### src/rtl/fdct_pkg.sv
// Shared definitions for the fdct datapath: cosine magnitude table, FSM states,
// point count and width helpers used by the DCT engine and its coefficient ROM.
// No ports; imported with `import fdct_pkg::*`.
package fdct_pkg;

  localparam int N_POINTS = 8;
  localparam int CNT_W    = $clog2(N_POINTS);

  // Cosine angles are indexed in units of pi/16, so the phase wraps mod 32.
  localparam int PHASE_W  = 5;

  // Quarter-wave cosine magnitudes, scale 32 = 1.0, for angles 0..8 (x pi/16).
  localparam int TAB_W    = 6;
  localparam logic [TAB_W-1:0] TAB [0:8] = '{
    6'd32, 6'd31, 6'd30, 6'd27, 6'd23, 6'd18, 6'd12, 6'd6, 6'd0
  };

  // DC row uses 32/sqrt(2) rounded, folding the orthonormal DC scale in.
  localparam logic [TAB_W-1:0] C0_MAG = 6'd23;

  typedef enum logic [1:0] {
    LOAD,
    MAC,
    OUT
  } state_e;

  function automatic int prod_width(input int data_w, input int coef_w);
    return data_w + coef_w;
  endfunction

  // Eight products of full width need 3 guard bits to never wrap.
  function automatic int acc_width(input int data_w, input int coef_w);
    return data_w + coef_w + 3;
  endfunction

endpackage

### src/rtl/dct8_coef_rom.sv
// Combinational cosine coefficient lookup C[k][n] for the 8-point DCT.
// Latency: combinational. Backpressure: none (pure function of k_i, n_i).
// Ports: k_i/n_i coefficient row/column, coef_o signed coefficient (32 = 1.0).
module dct8_coef_rom
  import fdct_pkg::*;
#(
  parameter int COEF_W = 8
) (
  input  logic [CNT_W-1:0]         k_i,
  input  logic [CNT_W-1:0]         n_i,
  output logic signed [COEF_W-1:0] coef_o
);

  logic [PHASE_W-1:0]       m;
  logic [3:0]               idx;
  logic                     neg;
  logic [TAB_W-1:0]         mag;
  logic signed [COEF_W-1:0] mag_s;

  always_comb begin
    // Phase (2n+1)*k mod 32: a 5-bit product wraps naturally.
    m   = PHASE_W'({n_i, 1'b1}) * PHASE_W'(k_i);
    idx = '0;
    neg = 1'b0;
    // Fold the full circle onto the quarter-wave table.
    if (m <= PHASE_W'(8)) begin
      idx = m[3:0];
    end else if (m <= PHASE_W'(16)) begin
      idx = 4'(PHASE_W'(16) - m);
      neg = 1'b1;
    end else if (m <= PHASE_W'(24)) begin
      idx = 4'(m - PHASE_W'(16));
      neg = 1'b1;
    end else begin
      // 32 - m, computed as 0 - m in 5-bit arithmetic.
      idx = 4'(PHASE_W'(0) - m);
    end
    if (k_i == '0) begin
      mag = C0_MAG;
      neg = 1'b0;
    end else begin
      mag = TAB[idx];
    end
    mag_s  = $signed({{(COEF_W-TAB_W){1'b0}}, mag});
    coef_o = neg ? -mag_s : mag_s;
  end

endmodule

### src/rtl/dct8_mac.sv
// Serial 8-point 1-D forward DCT: loads 8 samples, emits 8 coefficients via one MAC.
// Latency: 9 cycles from the 8th input (or each output) handshake to the next out_valid.
// Backpressure: in_ready only in LOAD; out_data/out_last held stable until out_ready.
// Ports: clk, rst_n (async, active-low); in_valid/in_ready/in_data sample stream;
//        out_valid/out_ready/out_data/out_last coefficient stream, out_last on y[7].
module dct8_mac
  import fdct_pkg::*;
#(
  parameter int DATA_W = 8,
  parameter int COEF_W = 8,
  parameter int ACC_W  = 16
) (
  input  logic                     clk,
  input  logic                     rst_n,
  input  logic                     in_valid,
  output logic                     in_ready,
  input  logic signed [DATA_W-1:0] in_data,
  output logic                     out_valid,
  input  logic                     out_ready,
  output logic signed [ACC_W-1:0]  out_data,
  output logic                     out_last
);

  localparam int PROD_W = prod_width(DATA_W, COEF_W);
  localparam int MACC_W = acc_width(DATA_W, COEF_W);
  // Comparison width wide enough for both the accumulator and the clamp limits.
  localparam int EXT_W  = ((MACC_W > ACC_W) ? MACC_W : ACC_W) + 1;
  localparam logic [CNT_W-1:0] LAST = CNT_W'(N_POINTS - 1);

  localparam logic signed [EXT_W-1:0] SAT_MAX =
    {{(EXT_W-ACC_W+1){1'b0}}, {(ACC_W-1){1'b1}}};
  localparam logic signed [EXT_W-1:0] SAT_MIN =
    {{(EXT_W-ACC_W+1){1'b1}}, {(ACC_W-1){1'b0}}};

  state_e                     state_q;
  logic [CNT_W-1:0]           n_q;
  logic [CNT_W-1:0]           k_q;
  logic signed [MACC_W-1:0]   acc_q;
  logic signed [DATA_W-1:0]   samp_q [N_POINTS];
  logic                       in_ready_q;
  logic                       out_valid_q;
  logic                       out_last_q;
  logic signed [ACC_W-1:0]    out_data_q;

  logic signed [COEF_W-1:0]   coef;
  logic signed [DATA_W-1:0]   x_cur;
  logic signed [PROD_W-1:0]   x_ext;
  logic signed [PROD_W-1:0]   c_ext;
  logic signed [PROD_W-1:0]   prod;
  logic signed [MACC_W-1:0]   acc_d;
  logic signed [EXT_W-1:0]    acc_ext;
  logic signed [ACC_W-1:0]    sat_d;

  dct8_coef_rom #(
    .COEF_W (COEF_W)
  ) u_coef_rom (
    .k_i    (k_q),
    .n_i    (n_q),
    .coef_o (coef)
  );

  // Full-width signed product and accumulate for the current (k, n).
  assign x_cur   = samp_q[n_q];
  assign x_ext   = {{COEF_W{x_cur[DATA_W-1]}}, x_cur};
  assign c_ext   = {{DATA_W{coef[COEF_W-1]}}, coef};
  assign prod    = x_ext * c_ext;
  assign acc_d   = acc_q + {{(MACC_W-PROD_W){prod[PROD_W-1]}}, prod};
  assign acc_ext = {{(EXT_W-MACC_W){acc_d[MACC_W-1]}}, acc_d};

  always_comb begin
    if (acc_ext > SAT_MAX) begin
      sat_d = SAT_MAX[ACC_W-1:0];
    end else if (acc_ext < SAT_MIN) begin
      sat_d = SAT_MIN[ACC_W-1:0];
    end else begin
      sat_d = acc_ext[ACC_W-1:0];
    end
  end

  always_ff @(posedge clk or negedge rst_n) begin
    if (!rst_n) begin
      state_q     <= LOAD;
      n_q         <= '0;
      k_q         <= '0;
      acc_q       <= '0;
      in_ready_q  <= 1'b1;
      out_valid_q <= 1'b0;
      out_last_q  <= 1'b0;
      out_data_q  <= '0;
      for (int i = 0; i < N_POINTS; i++) begin
        samp_q[i] <= '0;
      end
    end else begin
      case (state_q)
        LOAD: begin
          if (in_valid && in_ready_q) begin
            samp_q[n_q] <= in_data;
            if (n_q == LAST) begin
              n_q        <= '0;
              k_q        <= '0;
              acc_q      <= '0;
              in_ready_q <= 1'b0;
              state_q    <= MAC;
            end else begin
              n_q <= n_q + 1'b1;
            end
          end
        end
        MAC: begin
          acc_q <= acc_d;
          if (n_q == LAST) begin
            n_q         <= '0;
            out_data_q  <= sat_d;
            out_valid_q <= 1'b1;
            out_last_q  <= (k_q == LAST);
            state_q     <= OUT;
          end else begin
            n_q <= n_q + 1'b1;
          end
        end
        OUT: begin
          if (out_ready) begin
            out_valid_q <= 1'b0;
            out_last_q  <= 1'b0;
            if (k_q == LAST) begin
              in_ready_q <= 1'b1;
              state_q    <= LOAD;
            end else begin
              k_q     <= k_q + 1'b1;
              n_q     <= '0;
              acc_q   <= '0;
              state_q <= MAC;
            end
          end
        end
        default: begin
          state_q <= LOAD;
        end
      endcase
    end
  end

  assign in_ready  = in_ready_q;
  assign out_valid = out_valid_q;
  assign out_last  = out_last_q;
  assign out_data  = out_data_q;

endmodule

### config.mk
export PLATFORM = sky130hd
export DESIGN_NAME = dct8_mac
export DESIGN_NICKNAME = d
export VERILOG_FILES = /design/src/rtl/fdct_pkg.sv /design/src/rtl/dct8_coef_rom.sv /design/src/rtl/dct8_mac.sv
export SDC_FILE = /design/constraint.sdc
export NUM_CORES = 1
export LEC_CHECK = 0
export CAP_MARGIN = 10
export CORE_MARGIN = 2
export CORE_UTILIZATION = 57
export CTS_CLUSTER_DIAMETER = 100
export DETAILED_ROUTE_END_ITERATION = 10
export PLACE_DENSITY = 0.78
export SLEW_MARGIN = 0
export SYNTH_ARGS = -nofsm -noshare
export SYNTH_HDL_FRONTEND = slang
export SYNTH_HIERARCHICAL = 1
export SYNTH_SLANG_ARGS = --single-unit
### constraint.sdc
create_clock -name clk -period 9.58 [get_ports clk]
set_input_delay 1.916 -clock clk [delete_from_list [all_inputs] [get_ports clk]]
set_output_delay 1.916 -clock clk [all_outputs]
set_load 0.02 [all_outputs]
==> summary.txt, run 1 <==
Status = finished, final reports clean
Synth Flop Type = dfrtp_1
Hold EP = out_data[11]
Final Skew = 0.0130 ns
Cell Area, Synth = 9050 um^2
Vias per cell = 5.86
Hold Crit Depth = 2
DRT Wirelength = 22.0 mm
Initial DRC count = 492
Worst path arrival time = 9.73 ns
DRC Markers = 0
R2r setup slk = 0.08 ns
Syn Nets = 1040
Num CTS Buffers = 9
Grt ovf = 0
Reg-to-Reg End = out_data[2]
CP required = 9.81 ns
Core area = 15700 um^2
Final nets = 1130
Starting Density = 57.6%
DP Wirelength = 15.0 mm
Vias in the first global route = 7102
R2R cell count = 43
CP max FO = 9
Die H = 130 um
CP endpoint kind = flip-flop
Site Rows = 46
Drt pass-1 iters = 5
Relative slew slack = 33.0%
Min-delay src = out_data[11]
Unique masters post-synth = 74
Clock Sinks = 110
Hold WS = 0.490 ns
Fmax = 105 MHz
Root Buffer = clkbuf_16
Mean Syn Cell Area = 9.92 um^2
Number of flops mapped to enable cells by yosys = 0
Clk pin slew, worst setup/hold paths = 0.08 ns
First-pass GRT wire length = 33.9 mm
Top delay family on crit path = adder cells
Max incr delay on CP = 0.56 ns
Die Wd = 130 um
Die ar. = 16900 um^2
Routability congestion estimate = 0.907
WL/cell = 18.0 um
Final slew viol count = 0
Seq/Total Area, Yosys = 30.4%
RSZ-0062 raised after global routing = yes
Endpoints failing setup = 0
Worst-Skew Late Latency = 0.37 ns
Max_cap viols = 0
Crit share post-route = 99.2%
Register area = 2760 um^2
Post-route setup TNS = 0 ns
Fin. Hold Viols = 0
H-tree Lvls = 3
Startpoint Class = flip-flop
Area Growth Syn to Fin = 21.2%
Worst hold path class = flip-flop to flip-flop
Syn Inst Count = 913
Port buffer count = 30
CTS Buffer Depth = 2
Antenna viol nets, final = 0
FF-to-FF Start = n_q[0]
CTS tree = yes
Ratio of cells with drive above 1 in the final layout = 27.4%
Synth Register Bits = 110
Pin count of the biggest net entering global routing = 77
Tot GR Track Use = 25.3%
Synth warnings = 6
Diode count = 0
Vias = 7178
Buf/Inv on CP = 11
Critical-path top delay cell = fa_1
I/O pins = 31
Async S/R FF share, synth = 100%
Critical Path Most Common Cell = fa_1
Worst-Margin Slew = 1.00 ns
Final min period = 9.50 ns
Area of the multi-input gates = 6310 um^2
Initial antenna violation count = 0
Worst setup path class = flip-flop to flip-flop
Fill cell count = 1104
==> final cells by class <==
type	instances	area share (%)
multi-input cells	665	57.5
inverters	111	3.80
clock buffers	9	2.05
flip-flops and latches	110	25.1
repair buffers	106	8.36
clock inverters	7	0.707
well taps	216	2.46
==> worst max path at each step <==
| stage | from | depth (start not counted) | slack [ns] | end |
|---|---|---|---|---|
| floorplan | k_q[0] | 43 | 0.02 | out_data[10] |
| global placement | k_q[2] | 40 | -0.01 | out_data[0] |
| detailed placement | k_q[2] | 40 | -0.19 | out_data[8] |
| CTS | k_q[2] | 42 | 0.001 | out_data[9] |
| global route | n_q[0] | 43 | -0.40 | out_data[2] |
| finish | n_q[0] | 43 | 0.08 | out_data[2] |
==> synthesized netlist by cell type, types with 3 or more instances <==
master	count	area, um^2
nand2b_1	15	93.8
nand2_1	88	330
nor2_1	39	146
a22oi_1	5	37.5
and2_1	21	131
inv_1	110	413
a2111oi_0	3	26.3
and3_1	6	37.5
o21ai_0	42	210
clkbuf_1	19	71.3
a21oi_1	32	160
a211oi_1	8	60.1
ha_1	56	701
a22o_1	5	43.8
fa_1	59	1180
a31oi_1	5	31.3
buf_2	3	15.0
o21ai_1	4	20.0
xor2_1	9	78.8
o22ai_1	3	18.8
nor2b_1	38	238
nor3_1	15	75.1
a221oi_1	6	52.6
o21bai_1	5	37.5
mux4_2	6	135
buf_1	3	11.3
dfrtp_1	109	2730
mux2i_1	9	90.1
a21o_1	7	52.6
xnor2_1	24	210
mux2_2	71	800
a311oi_1	3	26.3
o221ai_1	13	114
nand3_1	14	70.1
o211ai_1	5	37.5
o21a_1	6	45.0
==> cells by family (layout without fill, tap and decap cells) <==
group / after synthesis / in the layout / synth area share [%]
compound gates: 172 / 172 / 13.0
simple gates: 255 / 255 / 14.3
fa+ha+maj: 115 / 115 / 20.8
xor+xnor: 37 / 37 / 4.20
flops: 110 / 110 / 30.4
buf+inv: 138 / 233 / 5.93
mux: 86 / 86 / 11.3
==> worst register-to-register path, delay by kind of cell (launching register included) <==
kind | cells | cell delay, ns
fa+ha+maj | 10 | 4.02
compound gates | 13 | 2.08
buf+inv | 11 | 1.25
simple gates | 5 | 0.79
xor+xnor | 3 | 0.54
flops | 1 | 0.42
mux | 1 | 0.25
==> registers in the layout, indices dropped and copies added, names as in the netlist <==
| name | cells |
|---|---|
| k_q | 3 |
| n_q | 3 |
| out_data | 16 |
| in_ready | 1 |
| state_q | 2 |
| samp_q | 64 |
| out_valid | 1 |
| out_last | 1 |
| acc_q | 19 |
==> layout by cell type, fill, tap and decap left out, drive strengths merged, types with 9 or more instances in the layout <==
master / instances
o221ai: 13
mux2i: 9
nor2b: 38
fa: 59
and2: 21
a21oi: 32
buf: 76
mux2: 71
nor3: 17
o21ai: 47
ha: 56
clkdlybuf4s50: 29
inv: 113
xnor2: 26
clkbuf: 10
xor2: 9
nand3: 14
nor2: 39
nand2b: 15
dfrtp: 109
nand2: 88
==> metal layers <==
metal	GRT usage [%]	vias up	routed length, um
li1	-	3323	-
met4	7.97	0	612
met3	3.36	50	799
met1	32.8	3630	9240
met5	0	-	0
met2	44.2	175	11300
==> repair_timing <==
action | 4_1_cts | 5_1_grt
buffers inserted | 3 | 32
endpoints found under the setup margin | 15 | 22
hold buffers | 0 | 0
gates cloned | 0 | 1
gates resized for setup | 10 | 95
pin swaps | 3 | 89
==> per-stage QoR <==
stage                     cells  cell area (um^2)  worst slack (ns)  util (%)
final                      1224             11000            0.0776      69.8
after detailed placement   1172              9900            -0.187      63.0
after global routing       1224             11000            -0.396      69.8
after floorplan             913              9150            0.0155         -
after CTS                  1191             10300           0.00143      65.4
after global placement     1172              9900           -0.0105      63.0
Power of run 1 is left out: the tool's default activity adds up to more than one toggle a clock period on the data nets, which glitch-free logic cannot reach.
==> run 2, diff against run 1 <==
--- a/config.mk
+++ b/config.mk
@@ -8,7 +8,6 @@
 export CAP_MARGIN = 10
 export CORE_MARGIN = 2
 export CORE_UTILIZATION = 57
-export CTS_CLUSTER_DIAMETER = 100
 export DETAILED_ROUTE_END_ITERATION = 10
 export PLACE_DENSITY = 0.78
 export SLEW_MARGIN = 0
@@ -16,3 +15,4 @@
 export SYNTH_HDL_FRONTEND = slang
 export SYNTH_HIERARCHICAL = 1
 export SYNTH_SLANG_ARGS = --single-unit
+export TNS_END_PERCENT = 1
==> summary.txt, run 2 (synthesized netlist as in run 1, its figures left out) <==
Worst-Skew Late Latency = 0.37 ns
Core area = 15700 um^2
Site Rows = 46
Clock Sinks = 110
Starting Density = 57.6%
Critical-path top delay cell = fa_1
DP Wirelength = 15.0 mm
Fill cell count = 1106
Fmax = 105 MHz
Hold-fix buffers, CTS = 0
Vias per cell = 5.88
DRT Wirelength = 21.9 mm
Tot GR Track Use = 25.3%
CTS Buffer Depth = 2
CP required = 9.81 ns
Fin. Hold Viols = 0
DRC Markers = 0
R2R cell count = 43
Inst Count DP = 1172
Max incr delay on CP = 0.56 ns
Antenna viol nets, final = 0
Root Buffer = clkbuf_16
Initial antenna violation count = 0
Startpoint Class = flip-flop
Final Skew = 0.0123 ns
Biggest register = samp_q
Final slew viol count = 0
Die Wd = 130 um
Register area = 2760 um^2
Diode count = 0
Initial DRC count = 475
Die ar. = 16900 um^2
Worst setup path class = flip-flop to flip-flop
Relative slew slack = 34.8%
Area Growth Syn to Fin = 21.1%
Final min period = 9.51 ns
CP max FO = 9
Status = finished, final reports clean
Post-route insts no fill = 1224
I/O pins = 31
Crit share post-route = 99.2%
Endpoints failing setup = 0
Final nets = 1130
Worst path arrival time = 9.73 ns
Max reg flops = 64
Most common cell after layout, fill and taps aside = dfrtp_1
Final setup margin = 0.0748 ns
H-tree Lvls = 3
WL/cell = 17.9 um
CP endpoint kind = flip-flop
Vias = 7192
Worst-Margin Slew = 0.973 ns
Num CTS Buffers = 9
Ratio of cells with drive above 1 in the final layout = 27.3%
Hold Crit Depth = 2
Clk pin slew, worst setup/hold paths = 0.08 ns
Most frequent cells in the layout = dfrtp_1, inv_1, nand2_1
Pin count of the biggest net entering global routing = 77
Area of the multi-input gates = 6300 um^2
Port buffer count = 30
Routability congestion estimate = 0.907
Hold WS = 0.490 ns
Grt ovf = 0
First-pass GRT wire length = 33.9 mm
Critical Path Most Common Cell = fa_1
Post-Place Setup Slack = -0.187 ns
RSZ-0062 raised after global routing = yes
CTS tree = yes
Vias in the first global route = 7102
Die H = 130 um
Max_cap viols = 0
Drt pass-1 iters = 5
Worst hold path class = flip-flop to flip-flop
[run 2: cell counts in the layout (fill, tap and decap cells not counted)]
Identical to the previous run, type by type.
[run 2: cell type report]
class,instances,share of cell area [%]
Sequential cell,110,25.1
Clock inverter,7,0.707
Tap cell,216,2.46
Timing Repair Buffer,106,8.36
Inverter,111,3.80
Multi-Input combinational cell,665,57.5
Clock buffer,9,2.05
[run 2: worst paths after layout]
kind	from	end	slack (ns)
setup / recovery	n_q[0]	out_data[2]	0.07
hold / removal	out_data[11]	out_data[11]	0.49
setup reg to reg	n_q[0]	out_data[2]	0.07
hold reg to reg	out_data[11]	out_data[11]	0.49
max in group asynchronous	rst_n	k_q[1]	6.75
min in group asynchronous	rst_n	out_data[12]	1.49
[run 2: worst max-delay path, delay by kind of cell (launching register included)]
kind	cells	cell delay [ns]
muxes	1	0.25
DFF	1	0.42
adders and majority gates	10	4.02
buffers and inverters	11	1.23
xor gates and xnor gates	3	0.54
and+or+nand+nor	5	0.79
AOI/OAI and AO/OA	13	2.11
[run 2: what timing repair did]
item | CTS | global route
endpoints found under the setup margin | 15 | 22
cloned | 0 | 1
pin swaps | 3 | 89
resized for setup | 10 | 94
setup buffers | 3 | 32
[run 2: stage by stage]
| step | setup TNS (ns) | util (%) | area, um^2 |
|---|---|---|---|
| after floorplan | 0 | - | 9150 |
| after global placement | -0.0155 | 63.0 | 9900 |
| after detailed placement | -2.39 | 63.0 | 9900 |
| after CTS | 0 | 65.4 | 10300 |
| after global routing | -5.54 | 69.8 | 11000 |
| final | 0 | 69.8 | 11000 |
[run 2: routing by layer]
metal	routed length (um)	GRT usage, %	vias up
met5	0	0	-
met4	646	7.97	0
met3	833	3.36	53
met2	11200	44.2	188
met1	9230	32.8	3622
li1	-	-	3329
Power of run 2 is left out for the same reason.
==> run 3, diff against run 2 <==
--- a/config.mk
+++ b/config.mk
@@ -10,6 +10,7 @@
 export CORE_UTILIZATION = 57
 export DETAILED_ROUTE_END_ITERATION = 10
 export PLACE_DENSITY = 0.78
+export SETUP_SLACK_MARGIN = 0.3
 export SLEW_MARGIN = 0
 export SYNTH_ARGS = -nofsm -noshare
 export SYNTH_HDL_FRONTEND = slang
==> summary.txt, run 3 (synthesized netlist as in run 1, its figures left out) <==
Endpoints failing setup = 0
Site Rows = 46
Drt pass-1 iters = 5
Critical-path top delay cell = fa_2
Fmax = 105 MHz
Worst setup path class = flip-flop to flip-flop
Hold-fix buffers, CTS = 0
Ratio of cells with drive above 1 in the final layout = 29.4%
Fin. Hold Viols = 0
Max incr delay on CP = 0.58 ns
CTS Buffer Depth = 2
Max_cap viols = 0
Final slew viol count = 0
Die Wd = 130 um
Area Growth Syn to Fin = 24.0%
Max reg flops = 64
Routability congestion estimate = 0.869
Fill cell count = 1077
Initial DRC count = 518
Startpoint Class = flip-flop
CTS tree = yes
Vias = 7353
Root Buffer = clkbuf_16
DRT Wirelength = 23.5 mm
Final nets = 1142
Pin count of the biggest net entering global routing = 71
WL/cell = 19.0 um
RSZ-0062 raised after global routing = yes
Worst hold path class = flip-flop to flip-flop
Die H = 130 um
CP max FO = 7
Initial antenna violation count = 0
Diode count = 0
DP Area = 9930 um^2
Tot GR Track Use = 27.3%
DRC Markers = 0
Final min period = 9.48 ns
CP endpoint kind = flip-flop
Buf/Inv on CP = 8
Status = finished, final reports clean
Clk pin slew, worst setup/hold paths = 0.08 ns
Die ar. = 16900 um^2
DP Wirelength = 15.1 mm
Final Skew = 0.0105 ns
Num CTS Buffers = 9
Biggest register = samp_q
Vias per cell = 5.95
Area of all placed cells without fillers = 11200 um^2
First-pass GRT wire length = 36.3 mm
Worst-Margin Slew = 1.23 ns
I/O pins = 31
Most common cell after layout, fill and taps aside = dfrtp_1
Post-route setup TNS = 0 ns
Grt ovf = 0
Crit share post-route = 98.9%
Starting Density = 57.6%
Port buffer count = 30
H-tree Lvls = 3
Most frequent cells in the layout = dfrtp_1, inv_1, nand2_1
Worst path arrival time = 9.75 ns
Vias in the first global route = 7341
Top delay family on crit path = adder cells
Core area = 15700 um^2
Clock Sinks = 110
Relative slew slack = 15.6%
Antenna viol nets, final = 0
Worst-Skew Late Latency = 0.36 ns
CP required = 9.86 ns
-- run 3: metrics by stage --
step	hold slack, ns	std cells	utilization [%]	setup WS, ns
after floorplan	0.454	913	-	0.243
after global placement	0.473	1163	63.2	-0.0382
after detailed placement	0.472	1163	63.2	-0.332
after CTS	0.494	1213	68.2	0.185
after global routing	0.517	1236	71.5	-0.332
final	0.499	1236	71.5	0.101
-- run 3: area by class of cell --
class | count | area [um^2] | area share (%)
clock inverter | 6 | 67.6 | 0.602
timing repair buffer | 118 | 1070 | 9.50
tap | 216 | 270 | 2.41
inverter | 111 | 417 | 3.71
multi-input combinational | 665 | 6420 | 57.2
sequential | 110 | 2760 | 24.5
clock buffer | 10 | 229 | 2.04
-- run 3: worst reg2reg max path, delay by kind of cell, from the launching register on --
family,cells,cell delay (ns)
compound gates,13,2.37
xor+xnor,3,0.52
fa+ha+maj,10,3.98
buf+inv,8,0.85
flops,1,0.41
mux,1,0.16
simple gates,7,1.11
-- run 3: metal layers --
layer,vias to the layer above,GRT usage [%],share of wire [%]
met5,-,0,0
met4,0,8.22,2.4
met3,55,3.32,5.1
met2,233,46.2,50
met1,3713,37.1,42
li1,3352,-,-
-- run 3: timing repair --
item | 4_1_cts | 5_1_grt
setup buffers | 33 | 21
endpoints found under the setup margin | 19 | 21
resized for setup | 43 | 59
pin swaps | 54 | 65
gates cloned | 1 | 1
-- run 3: path summary, 6_finish.rpt --
| path | startpoint | to | slack (ns) | cells past startpoint |
|---|---|---|---|---|
| max | n_q[1] | out_data[9] | 0.10 | 42 |
| min | acc_q[10] | acc_q[10] | 0.50 | 2 |
| max reg2reg | n_q[1] | out_data[9] | 0.10 | 42 |
| min reg2reg | acc_q[10] | acc_q[10] | 0.50 | 2 |
| max in group asynchronous | rst_n | k_q[0] | 6.74 | 2 |
| min in group asynchronous | rst_n | samp_q[6] | 1.52 | 1 |
Power of run 3 is left out for the same reason.
==> patch: new RTL, settings of run 1 <==
Change the package constant `N_POINTS` from 8 to 16.
--- a/src/rtl/fdct_pkg.sv
+++ b/src/rtl/fdct_pkg.sv
@@ -3,7 +3,7 @@
 // No ports; imported with `import fdct_pkg::*`.
 package fdct_pkg;
 
-  localparam int N_POINTS = 8;
+  localparam int N_POINTS = 16;
   localparam int CNT_W    = $clog2(N_POINTS);
 
   // Cosine angles are indexed in units of pi/16, so the phase wraps mod 32.
Function: same outputs for any inputs over 4 cycles, from zero or initial values and one cycle with rst_n low; that may be too few to reach the edited logic, so the function may still have changed.
==> patch against run 1 <==
The run now ends with negative setup slack left; sequential cell count is 66 higher; clock skew grew 0.0067 ns; wire length is 26% higher; via count grew 18%; hold slack gained 0.010 ns; setup slack worse by 0.45 ns; global-route usage is 0.45 points higher; synthesized cell count grew 15%; die area grew 32%; synthesized area rose by 33%; cell area increased by 31%.
==> patch: results (changes against run 1) <==
Parameter                              Value

Route
  Via-per-instance ratio    5.87 (about the same)
  Drt total wl    27700 µm (+26%)

Timing
  Final setup violation count    17 (+17)
  Final clock skew    0.0196 ns (+0.00665 ns)
  Final worst slack    -0.375 ns (-0.453 ns)

Global route
  Global-route met1 utilization    0.330 (+0.00195)
  GRT Overall Usage    0.257 (+0.00451)
  Via count of the first global-routing pass    8852 (+25%)
  Pin count of the biggest net entering global routing    115 (+49%)
  Global Route met2 Usage    0.455 (+0.0130)

Synthesis
  Share of the synthesized area in compound gates (AO/OA/AOI/OAI)    0.0929 (-0.0370)
  Number of distinct standard cells referenced by the synthesized netlist    64 (-14%)
  Leading post-synthesis cells by cell area    sky130_fd_sc_hd__dfrtp_1, sky130_fd_sc_hd__mux2_2, sky130_fd_sc_hd__fa_1, sky130_fd_sc_hd__mux4_2, sky130_fd_sc_hd__ha_1

Layout
  Share of post-route cells with drive strength above 1    0.344 (+0.0707)
  Final-layout fill cell count    1448 (+31%)
  Largest register FFs    128 (+100%)
  Fin nets    1285 (+14%)

Clock network
  Inserted Clock Buffers    17 (+8)
  Later-pin clock latency in the skew report    0.44 ns (+0.07 ns)

Place
  DP Area    13200 µm² (+33%)
  Total instance count after detailed placement    1391 (+19%)
  Place WS    -0.565 ns (-0.378 ns)

Run status
  Failing checks    negative setup slack
  Status    finished with violations

Setup path
  CP arrival    10.29 ns (+0.56 ns)
  CP Max Fanout    7 (-2)
patch: final timing paths:
path                            slack [ns]  cells past startpoint      from     endpoint
worst max-delay path                 -0.38                     42    k_q[1]  out_data[6]
worst min-delay path                  0.50                      2  acc_q[4]     acc_q[4]
worst max register to register       -0.38                     42    k_q[1]  out_data[6]
worst min register to register        0.50                      2  acc_q[4]     acc_q[4]
max in group asynchronous             6.51                      2     rst_n       k_q[2]
min in group asynchronous             1.63                      1     rst_n   samp_q[12]
patch: worst min-delay path, stage by stage (launching register included):
cell,delay [ns]
sky130_fd_sc_hd__dfrtp_1,0.35
sky130_fd_sc_hd__nand2_1,0.05
sky130_fd_sc_hd__o21ai_0,0.07
patch: repair_timing:
item                       in CTS  in global routing
buffers inserted                8                  9
cloned                          3                  0
pin swaps                      25                 33
setup endpoints to repair      19                 23
hold buffers                    0                  0
resized for setup              53                 41
patch: cell families after synthesis:
kind of cell             after synthesis
multiplexers                         177
adder cells (fa/ha/maj)              119
flip-flops                           176
AO/OA/AOI/OAI                        161
AND/OR/NAND/NOR                      222
XOR/XNOR                              46
buffers and inverters                145
patch: layout make-up:
class,instances,share of cell area
inverter,102,0.0268
tap,275,0.0239
multi-input combinational,725,0.519
sequential,176,0.306
clock inverter,15,0.0145
clock buffer,17,0.0296
timing repair buffer,132,0.0798
patch: report_power, final:
| group | internal [µW] | switching (µW) | total [µW] |
|---|---|---|---|
| logic | 1850 | 2010 | 3860 |
| registers | 825 | 64.8 | 890 |
| clock network | 403 | 338 | 741 |
patch: layer usage:
metal / up-vias / share of wire
met3: 48 / 0.031
met1: 4357 / 0.43
met4: 0 / 0.019
li1: 3876 / -
met5: - / 0
met2: 177 / 0.52
